### src/rtl/uart_line_proc.sv
// uart_line_proc: line editor between the uart RX FIFO and TX FIFO.
// Pops received bytes into a line buffer (backspace removes the last byte,
// LF is ignored), and on the terminator writes the buffered line back to the
// TX FIFO, optionally upper-cased, followed by CR LF.
//
// Handshake: a byte is taken from the RX FIFO by a one-cycle rd_uart pulse
// while rx_empty=0 (r_data is the FIFO head, first-word-fall-through); a byte
// is given to the TX FIFO by a one-cycle wr_uart pulse that is only issued
// when tx_full=0 was seen on the deciding edge, and every push is followed by
// a dead cycle so tx_full can reflect it before the next decision.
module uart_line_proc #(
    parameter int         DEPTH = 32,
    parameter logic [7:0] TERM  = 8'h0D,
    parameter bit         UPPER = 1'b1
) (
    input  logic                     clk,
    input  logic                     reset,
    input  logic                     rx_empty,
    input  logic [7:0]               r_data,
    output logic                     rd_uart,
    input  logic                     tx_full,
    output logic [7:0]               w_data,
    output logic                     wr_uart,
    output logic [$clog2(DEPTH):0]   line_len,
    output logic                     overflow,
    output logic                     busy,
    output logic [7:0]               line_count,
    output logic [2:0]               state_dbg
);

    localparam int LW = $clog2(DEPTH) + 1;
    localparam int AW = $clog2(DEPTH);
    localparam logic [LW-1:0] DEPTH_L = LW'(DEPTH);

    localparam logic [7:0] CH_LF = 8'h0A;
    localparam logic [7:0] CH_CR = 8'h0D;
    localparam logic [7:0] CH_BS = 8'h08;

    typedef enum logic [2:0] {
        IDLE    = 3'd0,
        PROC    = 3'd1,
        TX_DATA = 3'd2,
        TX_WAIT = 3'd3,
        TX_CR   = 3'd4,
        TX_LF   = 3'd5
    } state_t;

    state_t          state_q;
    logic [7:0]      rx_byte_q;
    logic [LW-1:0]   line_len_q;
    logic [LW-1:0]   tx_len_q;
    logic [LW-1:0]   tx_idx_q;
    logic            cr_sent_q;   // TX_WAIT after the CR push leads to TX_LF
    logic            rd_q;
    logic            wr_q;
    logic [7:0]      w_data_q;
    logic            overflow_q;
    logic            busy_q;
    logic [7:0]      line_count_q;

    logic [7:0]      mem [DEPTH];

    logic            is_term;
    logic            is_lf;
    logic            is_bs;
    logic            room;
    logic            store_en;
    logic [7:0]      tx_byte;

    function automatic logic [7:0] conv(input logic [7:0] b);
        if (UPPER && (b >= 8'h61) && (b <= 8'h7A)) begin
            return b - 8'h20;
        end
        return b;
    endfunction

    // Classify the byte under processing and form the transmit byte.
    always_comb begin
        is_term  = (rx_byte_q == TERM);
        is_lf    = !is_term && (rx_byte_q == CH_LF);
        is_bs    = !is_term && !is_lf && (rx_byte_q == CH_BS);
        room     = (line_len_q < DEPTH_L);
        store_en = (state_q == PROC) && !is_term && !is_lf && !is_bs && room;
        tx_byte  = conv(mem[tx_idx_q[AW-1:0]]);
    end

    // Line buffer storage; contents are irrelevant after reset.
    always_ff @(posedge clk) begin
        if (store_en) begin
            mem[line_len_q[AW-1:0]] <= rx_byte_q;
        end
    end

    // Main FSM with registered strobes and status.
    always_ff @(posedge clk or posedge reset) begin
        if (reset) begin
            state_q      <= IDLE;
            rx_byte_q    <= 8'h00;
            line_len_q   <= '0;
            tx_len_q     <= '0;
            tx_idx_q     <= '0;
            cr_sent_q    <= 1'b0;
            rd_q         <= 1'b0;
            wr_q         <= 1'b0;
            w_data_q     <= 8'h00;
            overflow_q   <= 1'b0;
            busy_q       <= 1'b0;
            line_count_q <= 8'h00;
        end else begin
            rd_q <= 1'b0;
            wr_q <= 1'b0;
            case (state_q)
                IDLE: begin
                    if (!rx_empty) begin
                        rx_byte_q <= r_data;
                        rd_q      <= 1'b1;
                        state_q   <= PROC;
                    end
                end
                PROC: begin
                    if (is_term) begin
                        tx_len_q  <= line_len_q;
                        tx_idx_q  <= '0;
                        busy_q    <= 1'b1;
                        cr_sent_q <= 1'b0;
                        state_q   <= (line_len_q == '0) ? TX_CR : TX_DATA;
                    end else if (is_lf) begin
                        state_q <= IDLE;
                    end else if (is_bs) begin
                        if (line_len_q != '0) begin
                            line_len_q <= line_len_q - 1'b1;
                        end
                        state_q <= IDLE;
                    end else begin
                        if (room) begin
                            line_len_q <= line_len_q + 1'b1;
                        end else begin
                            overflow_q <= 1'b1;
                        end
                        state_q <= IDLE;
                    end
                end
                TX_DATA: begin
                    if (!tx_full) begin
                        w_data_q <= tx_byte;
                        wr_q     <= 1'b1;
                        tx_idx_q <= tx_idx_q + 1'b1;
                        state_q  <= TX_WAIT;
                    end
                end
                TX_WAIT: begin
                    if (cr_sent_q) begin
                        state_q <= TX_LF;
                    end else if (tx_idx_q < tx_len_q) begin
                        state_q <= TX_DATA;
                    end else begin
                        state_q <= TX_CR;
                    end
                end
                TX_CR: begin
                    if (!tx_full) begin
                        w_data_q  <= CH_CR;
                        wr_q      <= 1'b1;
                        cr_sent_q <= 1'b1;
                        state_q   <= TX_WAIT;
                    end
                end
                TX_LF: begin
                    if (!tx_full) begin
                        w_data_q     <= CH_LF;
                        wr_q         <= 1'b1;
                        cr_sent_q    <= 1'b0;
                        line_len_q   <= '0;
                        overflow_q   <= 1'b0;
                        busy_q       <= 1'b0;
                        line_count_q <= line_count_q + 8'd1;
                        state_q      <= IDLE;
                    end
                end
                default: state_q <= IDLE;
            endcase
        end
    end

    assign rd_uart    = rd_q;
    assign wr_uart    = wr_q;
    assign w_data     = w_data_q;
    assign line_len   = line_len_q;
    assign overflow   = overflow_q;
    assign busy       = busy_q;
    assign line_count = line_count_q;
    assign state_dbg  = state_q;

endmodule

### config.mk
export PLATFORM = sky130hd
export DESIGN_NAME = uart_line_proc
export DESIGN_NICKNAME = d
export VERILOG_FILES = /design/src/rtl/uart_line_proc.sv
export SDC_FILE = /design/constraint.sdc
export NUM_CORES = 1
export LEC_CHECK = 0
export BUFFER_PORTS_ARGS = -buffer_cell sky130_fd_sc_hd__buf_2
export CAP_MARGIN = 20
export CORE_MARGIN = 3
export CORE_UTILIZATION = 57
export CTS_CLUSTER_DIAMETER = 200
export CTS_CLUSTER_SIZE = 16
export DETAILED_ROUTE_END_ITERATION = 8
export GPL_TIMING_DRIVEN = 0
export PLACE_DENSITY = 0.73
export SLEW_MARGIN = 15
export SYNTH_ARGS = -nofsm -noshare
export SYNTH_HDL_FRONTEND = slang
export SYNTH_SLANG_ARGS = --single-unit
### constraint.sdc
create_clock -name clk -period 6.4 [get_ports clk]
set_clock_uncertainty 0.05 [all_clocks]
set_input_delay 0.64 -clock clk [delete_from_list [all_inputs] [get_ports clk]]
set_output_delay 0.64 -clock clk [all_outputs]
set_load 0.01 [all_outputs]
==> results.py, run 1 <==
metrics = {
    "synthesis": {
        "synth_seq_area_share_pct": 70.40,
        "ys.flop_type": "edfxtp_1",
        "synth_edf_count": 256,
        "ys_seq_elements": 306,
        "syn_nets": 778,
        "synth_warnings": 0,
        "synthCells": 752,
        "synthesis.area_mm2": 0.01270,
        "synth_area_per_cell_um2": 16.88,
        "async_flop_share_pct": 16.34,
        "synth.distinct_cells": 55,
    },
    "floorplanning": {
        "pin_count": 41,
        "die_w_um": 155.3,
        "initial_core_util_pct": 59.28,
        "core_mm2": 0.02142,
        "dieHeight_um": 155.3,
        "rows": 53,
        "die-area_mm2": 0.02410,
    },
    "critical_path": {
        "start_kind": "register",
        "slowest_delay_ns": 1.05,
        "reg2reg_from": "rx_byte_q[2]",
        "path_cells": "o21ai_0, a2111oi_2, nand3_1, nor2_1",
        "crit_type": "reg -> reg",
        "worstPathRequired_ns": 6.50,
        "worst-path-max-fanout": 36,
        "r2r-end": "mem[28][1]",
        "r2r_cells": 4,
        "worst_ep_arrival_time_ns": 3.86,
        "cp-end-kind": "register",
        "crit_slowest_cell": "dfrtp_1",
        "rrSetupSlack_ns": 2.63,
    },
    "power_and_ir_drop": {
        "fin_total_pwr_mw": 6.067,
        "vdd_drop_max_v": 0.0004984,
        "leakagePower_nw": 4.922,
        "power_density_mw_per_mm2": 433.7,
    },
    "sta": {
        "slew_headroom_pct": 27.65,
        "setup_viol": 0,
        "fin_ws_ns": 2.634,
        "slew_viol_final": 0,
        "rsz0062_at_grt": "false",
        "min_period_ns": 3.766,
        "fin_crit_sh_pct": 58.85,
        "max_slew.worst_pin.slew_ns": 1.085,
        "hold_viol": 0,
        "tns_ns": 0,
        "fmax_mhz": 265.5,
    },
    "placement": {
        "pre_cts_slack_ns": 2.433,
        "gp_congestion": 0.8385,
        "io_buffers": 39,
        "dpl_cell_area_mm2": 0.01327,
        "dp_hpwl_mm": 19.12,
    },
    "drt": {
        "drt_iter0_drc": 879,
        "viasPerCell": 6.415,
        "dr.pass1.iters": 6,
        "drc": 0,
        "finalWirelength_mm": 29.37,
        "wl_per_cell_um": 26.41,
        "num_vias": 7133,
        "ant_nets": 0,
    },
    "min_path": {
        "min_path_type": "in -> reg",
        "hold_depth": 2,
        "hp-start": "r_data[6]",
        "holdPathEnd": "rx_byte_q[6]",
    },
    "clock_network": {
        "cts_buffer_depth": 3,
        "cts_root_buf": "clkbuf_16",
        "cts_sinks": 306,
        "cts_setup_buffers": 0,
        "htree_levels": 1,
        "cts_tree": "yes",
        "insertion_delay_ns": 0.52,
        "numCtsBuffers": 23,
        "clk_pin_slew_worst_paths_ns": 0.07,
    },
    "finish": {
        "fin_util_pct": 65.31,
        "fin_nets": 845,
        "syn_to_final_growth_pct": 10.18,
        "drive_gt1_share_pct": 17.82,
        "fin_area_mm2": 0.01399,
    },
    "grt": {
        "overflow": 0,
        "grt_pass1_vias": 7154,
        "grt_max_degree": 40,
        "track_usage_pct": 25.04,
        "grt_first_pass_wirelength_mm": 44.61,
        "antenna_found_initial": 0,
    },
    "outcome": {
        "status": "finished clean",
    },
    "run": {
        "cap_violations": 0,
    },
}
layout by cell type, fill, tap and decap left out, types with 3 or more instances in the layout:
cell	count
xnor2_1	8
o21ai_0	25
o221ai_1	4
a21oi_1	17
nor2b_1	8
buf_4	7
nand2b_1	6
mux4_2	34
nor2_1	55
or2_2	3
nand2_1	50
dfrtp_1	44
buf_12	3
mux2i_1	43
nor3_1	4
mux2_2	11
a21o_1	10
clkbuf_16	23
buf_2	48
a22oi_1	8
dfrtp_2	6
buf_1	3
ha_1	13
mux4_1	15
buf_6	3
o22ai_1	11
inv_1	12
o31ai_1	3
and3_1	3
nand3_1	9
nand4_1	6
edfxtp_1	256
nand3b_1	7
a211oi_1	7
xor2_1	8
clkbuf_1	28
critical path: cells and delay by family (launching register included):
| kind | cells | cell delay (ns) |
|---|---|---|
| flip-flops | 1 | 1.05 |
| AO/OA/AOI/OAI | 2 | 1.25 |
| AND/OR/NAND/NOR | 2 | 1.02 |
repair_timing:
item	4_1_cts	5_1_grt
hold endpoints to repair	2	0
hold buffers	1	0
resized for setup	0	0
where the power goes:
part	switching, mW	internal (mW)
Clock	0.649	0.686
Combinational	1.05	0.734
Sequential	0.366	2.59
registers in the layout, indices dropped and copies added, names as in the netlist, 3 cells and up:
register    flops
line_count      8
line_len        6
mem           256
rx_byte_q       8
state_dbg       3
tx_idx_q        6
tx_len_q        6
w_data          8
how the worst max path moves through the flow:
stage,startpoint,end,slack (ns),cells past startpoint
floorplan,rx_byte_q[1],mem[27][0],3.53,5
global placement,rx_byte_q[1],mem[27][7],1.83,5
detailed placement,rx_byte_q[1],mem[28][6],2.43,5
CTS,rx_byte_q[1],mem[28][0],2.41,5
global route,rx_byte_q[2],mem[13][7],2.47,4
finish,rx_byte_q[2],mem[28][1],2.63,4
per-layer routing:
metal	vias up	wire length (um)	GRT usage [%]
met5	-	0	0
met4	0	1009	7.336
met3	57	3039	6.287
met2	371	13660	38.68
met1	3615	11650	36.12
li1	3090	-	-
synthesized netlist by cell type, types with 4 or more instances:
cell | number | area [um^2]
a211oi_1 | 7 | 52.55
a21o_1 | 10 | 75.07
a21oi_1 | 17 | 85.08
a22oi_1 | 8 | 60.06
buf_2 | 9 | 45.04
buf_4 | 7 | 52.55
clkbuf_1 | 11 | 41.29
dfrtp_1 | 50 | 1251
edfxtp_1 | 256 | 7687
ha_1 | 13 | 162.7
inv_1 | 13 | 48.80
mux2_2 | 11 | 123.9
mux2i_1 | 43 | 430.4
mux4_1 | 15 | 394.1
mux4_2 | 34 | 765.7
nand2_1 | 50 | 187.7
nand2b_1 | 6 | 37.54
nand3_1 | 9 | 45.04
nand3b_1 | 7 | 52.55
nand4_1 | 6 | 37.54
nor2_1 | 55 | 206.5
nor2b_1 | 8 | 50.05
nor3_1 | 4 | 20.02
o21ai_0 | 25 | 125.1
o221ai_1 | 4 | 35.03
o22ai_1 | 11 | 68.82
xnor2_1 | 8 | 70.07
xor2_1 | 8 | 70.07
logic make-up after synthesis:
group | synth area share [%]
compound gates | 5.252
xor+xnor | 1.104
fa+ha+maj | 1.439
mux | 13.68
flops | 70.40
simple gates | 5.922
buf+inv | 2.207
metrics by stage:
step,hold WS [ns],cells
detailed placement,0.4265,1067
global placement,0.4061,1066
finish,0.2981,1112
global route,0.2917,1111
floorplan,0.4318,752
CTS,0.2849,1110
layout make-up:
| cell class | instances | area (um^2) |
|---|---|---|
| Sequential cell | 306 | 8946 |
| Buffer | 36 | 231.5 |
| Multi-Input combinational cell | 397 | 3500 |
| Inverter | 13 | 48.80 |
| Timing Repair Buffer | 42 | 252.7 |
| Clock buffer | 40 | 639.4 |
| Tap cell | 275 | 344.1 |
| Clock inverter | 2 | 25.02 |
| Fill cell | 1484 | 7430 |
| Antenna cell | 1 | 2.502 |
No activity file was read; power rests on OpenSTA's default activity.
==> run 2, diff against run 1 <==
CORE_UTILIZATION = 56   (was 57)
PLACE_DENSITY = 0.75   (was 0.73)
clock period = 3.4 ns   (was 6.4 ns; I/O delays follow)
==> run 2 against run 1 <==
Against the previous run: via count up 1.4%; final cell count down 0.27%; critical path depth up 7; critical endpoint is now w_data[5].
==> results.py, run 2 (synthesis gave the netlist of run 1 again) <==
metrics = {
    "floorplanning": {
        "initial_core_util_pct": 57.65,
        "dieHeight_um": 156.6,
        "die-area_mm2": 0.02452,
        "pin_count": 41,
        "rows": 54,
        "die_w_um": 156.6,
        "core_mm2": 0.02203,
    },
    "sta": {
        "fmax_mhz": 298.1,
        "fin_crit_sh_pct": 98.65,
        "min_period_ns": 3.354,
        "slew_headroom_pct": 23.99,
        "hold_viol": 0,
        "max_slew.worst_pin.slew_ns": 1.131,
        "fin_ws_ns": 0.04587,
        "tns_ns": 0,
        "setup_viol": 0,
        "slew_viol_final": 0,
    },
    "finish": {
        "final_cell_mix": "edfxtp_1 (256), nand2_1 (50), buf_2 (46), mux2i_1 (43), dfrtp_1 (42)",
        "fin_nets": 847,
        "fill_cells": 1493,
        "syn_to_final_growth_pct": 11.02,
        "drive_gt1_share_pct": 22.20,
        "diodes": 0,
        "final_common_cell": "edfxtp_1",
        "largest_reg_flops": 256,
        "fin_area_mm2": 0.01410,
    },
    "grt": {
        "grt_max_degree": 40,
        "overflow": 0,
        "grt_first_pass_wirelength_mm": 44.62,
        "grt_pass1_vias": 7210,
        "track_usage_pct": 24.53,
        "antenna_found_initial": 0,
    },
    "drt": {
        "finalWirelength_mm": 30.04,
        "ant_nets": 0,
        "wl_per_cell_um": 27.08,
        "viasPerCell": 6.523,
        "dr.pass1.iters": 5,
        "drc": 0,
        "num_vias": 7234,
        "drt_iter0_drc": 1029,
    },
    "critical_path": {
        "crit_type": "reg -> reg",
        "worst-path-max-fanout": 10,
        "crit_slowest_cell": "buf_2",
        "cp_common_cell": "buf_2",
        "start_kind": "register",
        "cp-end-kind": "register",
        "rrSetupSlack_ns": 0.05,
        "slowest_delay_ns": 0.44,
        "worstPathRequired_ns": 3.75,
        "path_cells": "buf_2, buf_4, buf_2, mux2i_1, o22ai_1, a211oi_1, o21ai_0, nand2_1, nor2_1, o2bb2ai_1, o31a_1",
        "path_delay_family": "compound AO/OA/AOI/OAI gates",
        "critical_path_buf_inv_count": 3,
        "worst_ep_arrival_time_ns": 3.70,
    },
    "clock_network": {
        "numCtsBuffers": 23,
        "cts_sinks": 306,
        "cts_root_buf": "clkbuf_16",
        "cts_tree": "yes",
        "cts_buffer_depth": 3,
        "clk_pin_slew_worst_paths_ns": 0.07,
        "htree_levels": 1,
        "insertion_delay_ns": 0.51,
    },
    "placement": {
        "pre_cts_slack_ns": -0.6478,
        "dp_hpwl_mm": 19.20,
        "gp_congestion": 0.8853,
        "dpl_cell_area_mm2": 0.01328,
        "io_buffers": 39,
    },
    "power_and_ir_drop": {
        "leakagePower_nw": 4.910,
        "vdd_drop_max_v": 0.0005453,
        "power_density_mw_per_mm2": 813.6,
    },
    "outcome": {
        "status": "finished clean",
    },
    "min_path": {
        "min_path_type": "in -> reg",
    },
    "run": {
        "cap_violations": 0,
    },
}
==> run 2: final cells by class <==
class / instances / area (um^2) / share of cell area, %
timing repair buffer: 44 / 255.2 / 1.811
inverter: 13 / 48.80 / 0.3462
buffer: 36 / 237.7 / 1.686
sequential: 306 / 8954 / 63.52
multi-input combinational: 397 / 3625 / 25.71
tap: 280 / 350.3 / 2.485
clock buffer: 32 / 609.3 / 4.323
clock inverter: 1 / 16.27 / 0.1154
==> run 2: final timing paths <==
| path | startpoint | end | cells past startpoint |
|---|---|---|---|
| min in group asynchronous | reset | line_count[5] | 3 |
| max in group asynchronous | reset | rx_byte_q[4] | 4 |
| max reg2reg | tx_idx_q[1] | w_data[5] | 11 |
| max | tx_idx_q[1] | w_data[5] | 11 |
| min reg2reg | overflow | overflow | 2 |
| min | r_data[2] | rx_byte_q[2] | 2 |
==> run 2: per-layer routing <==
metal  vias to the layer above  share of wire (%)  global-route usage, %
li1                       3083                  -                      -
met1                      3635                 39                  35.71
met2                       436                 47                  38.02
met3                        80                 10                  4.646
met4                         0                3.5                  8.253
met5                         -                  0                      0
==> run 2: stage by stage <==
step	cells	utilization (%)	hold slack (ns)	power (mW)
6_report	1109	64.00	0.01746	11.47
5_1_grt	1109	64.00	0.005233	11.91
4_1_cts	1109	63.58	0.006103	11.36
3_5_place_dp	1072	60.27	0.2414	8.905
3_3_place_gp	1071	60.12	0.4055	8.712
2_1_floorplan	752	-	0.4114	7.517
==> run 2: what timing repair did <==
| action | 4_1_cts | 5_1_grt |
|---|---|---|
| hold endpoints to repair | 16 | 0 |
| resized for setup | 29 | 22 |
| buffers inserted | 0 | 0 |
| hold buffers | 4 | 0 |
| pin swaps | 0 | 0 |
| endpoints found under the setup margin | 261 | 261 |
==> run 2: worst register-to-register path, stage by stage (launching register included) <==
cell       delay, ns
dfrtp_1         0.43
buf_2           0.35
buf_4           0.30
buf_2           0.45
mux2i_1         0.24
o22ai_1         0.12
a211oi_1        0.25
o21ai_0         0.25
nand2_1         0.23
nor2_1          0.06
o2bb2ai_1       0.17
o31a_1          0.32
==> run 2: where the power goes <==
part           leakage (nW)  total [mW]  internal (mW)  switching [mW]
clock                 0.301        2.46           1.25            1.21
sequential             2.94        5.62           4.87           0.745
combinational          1.67        3.39           1.38            2.01
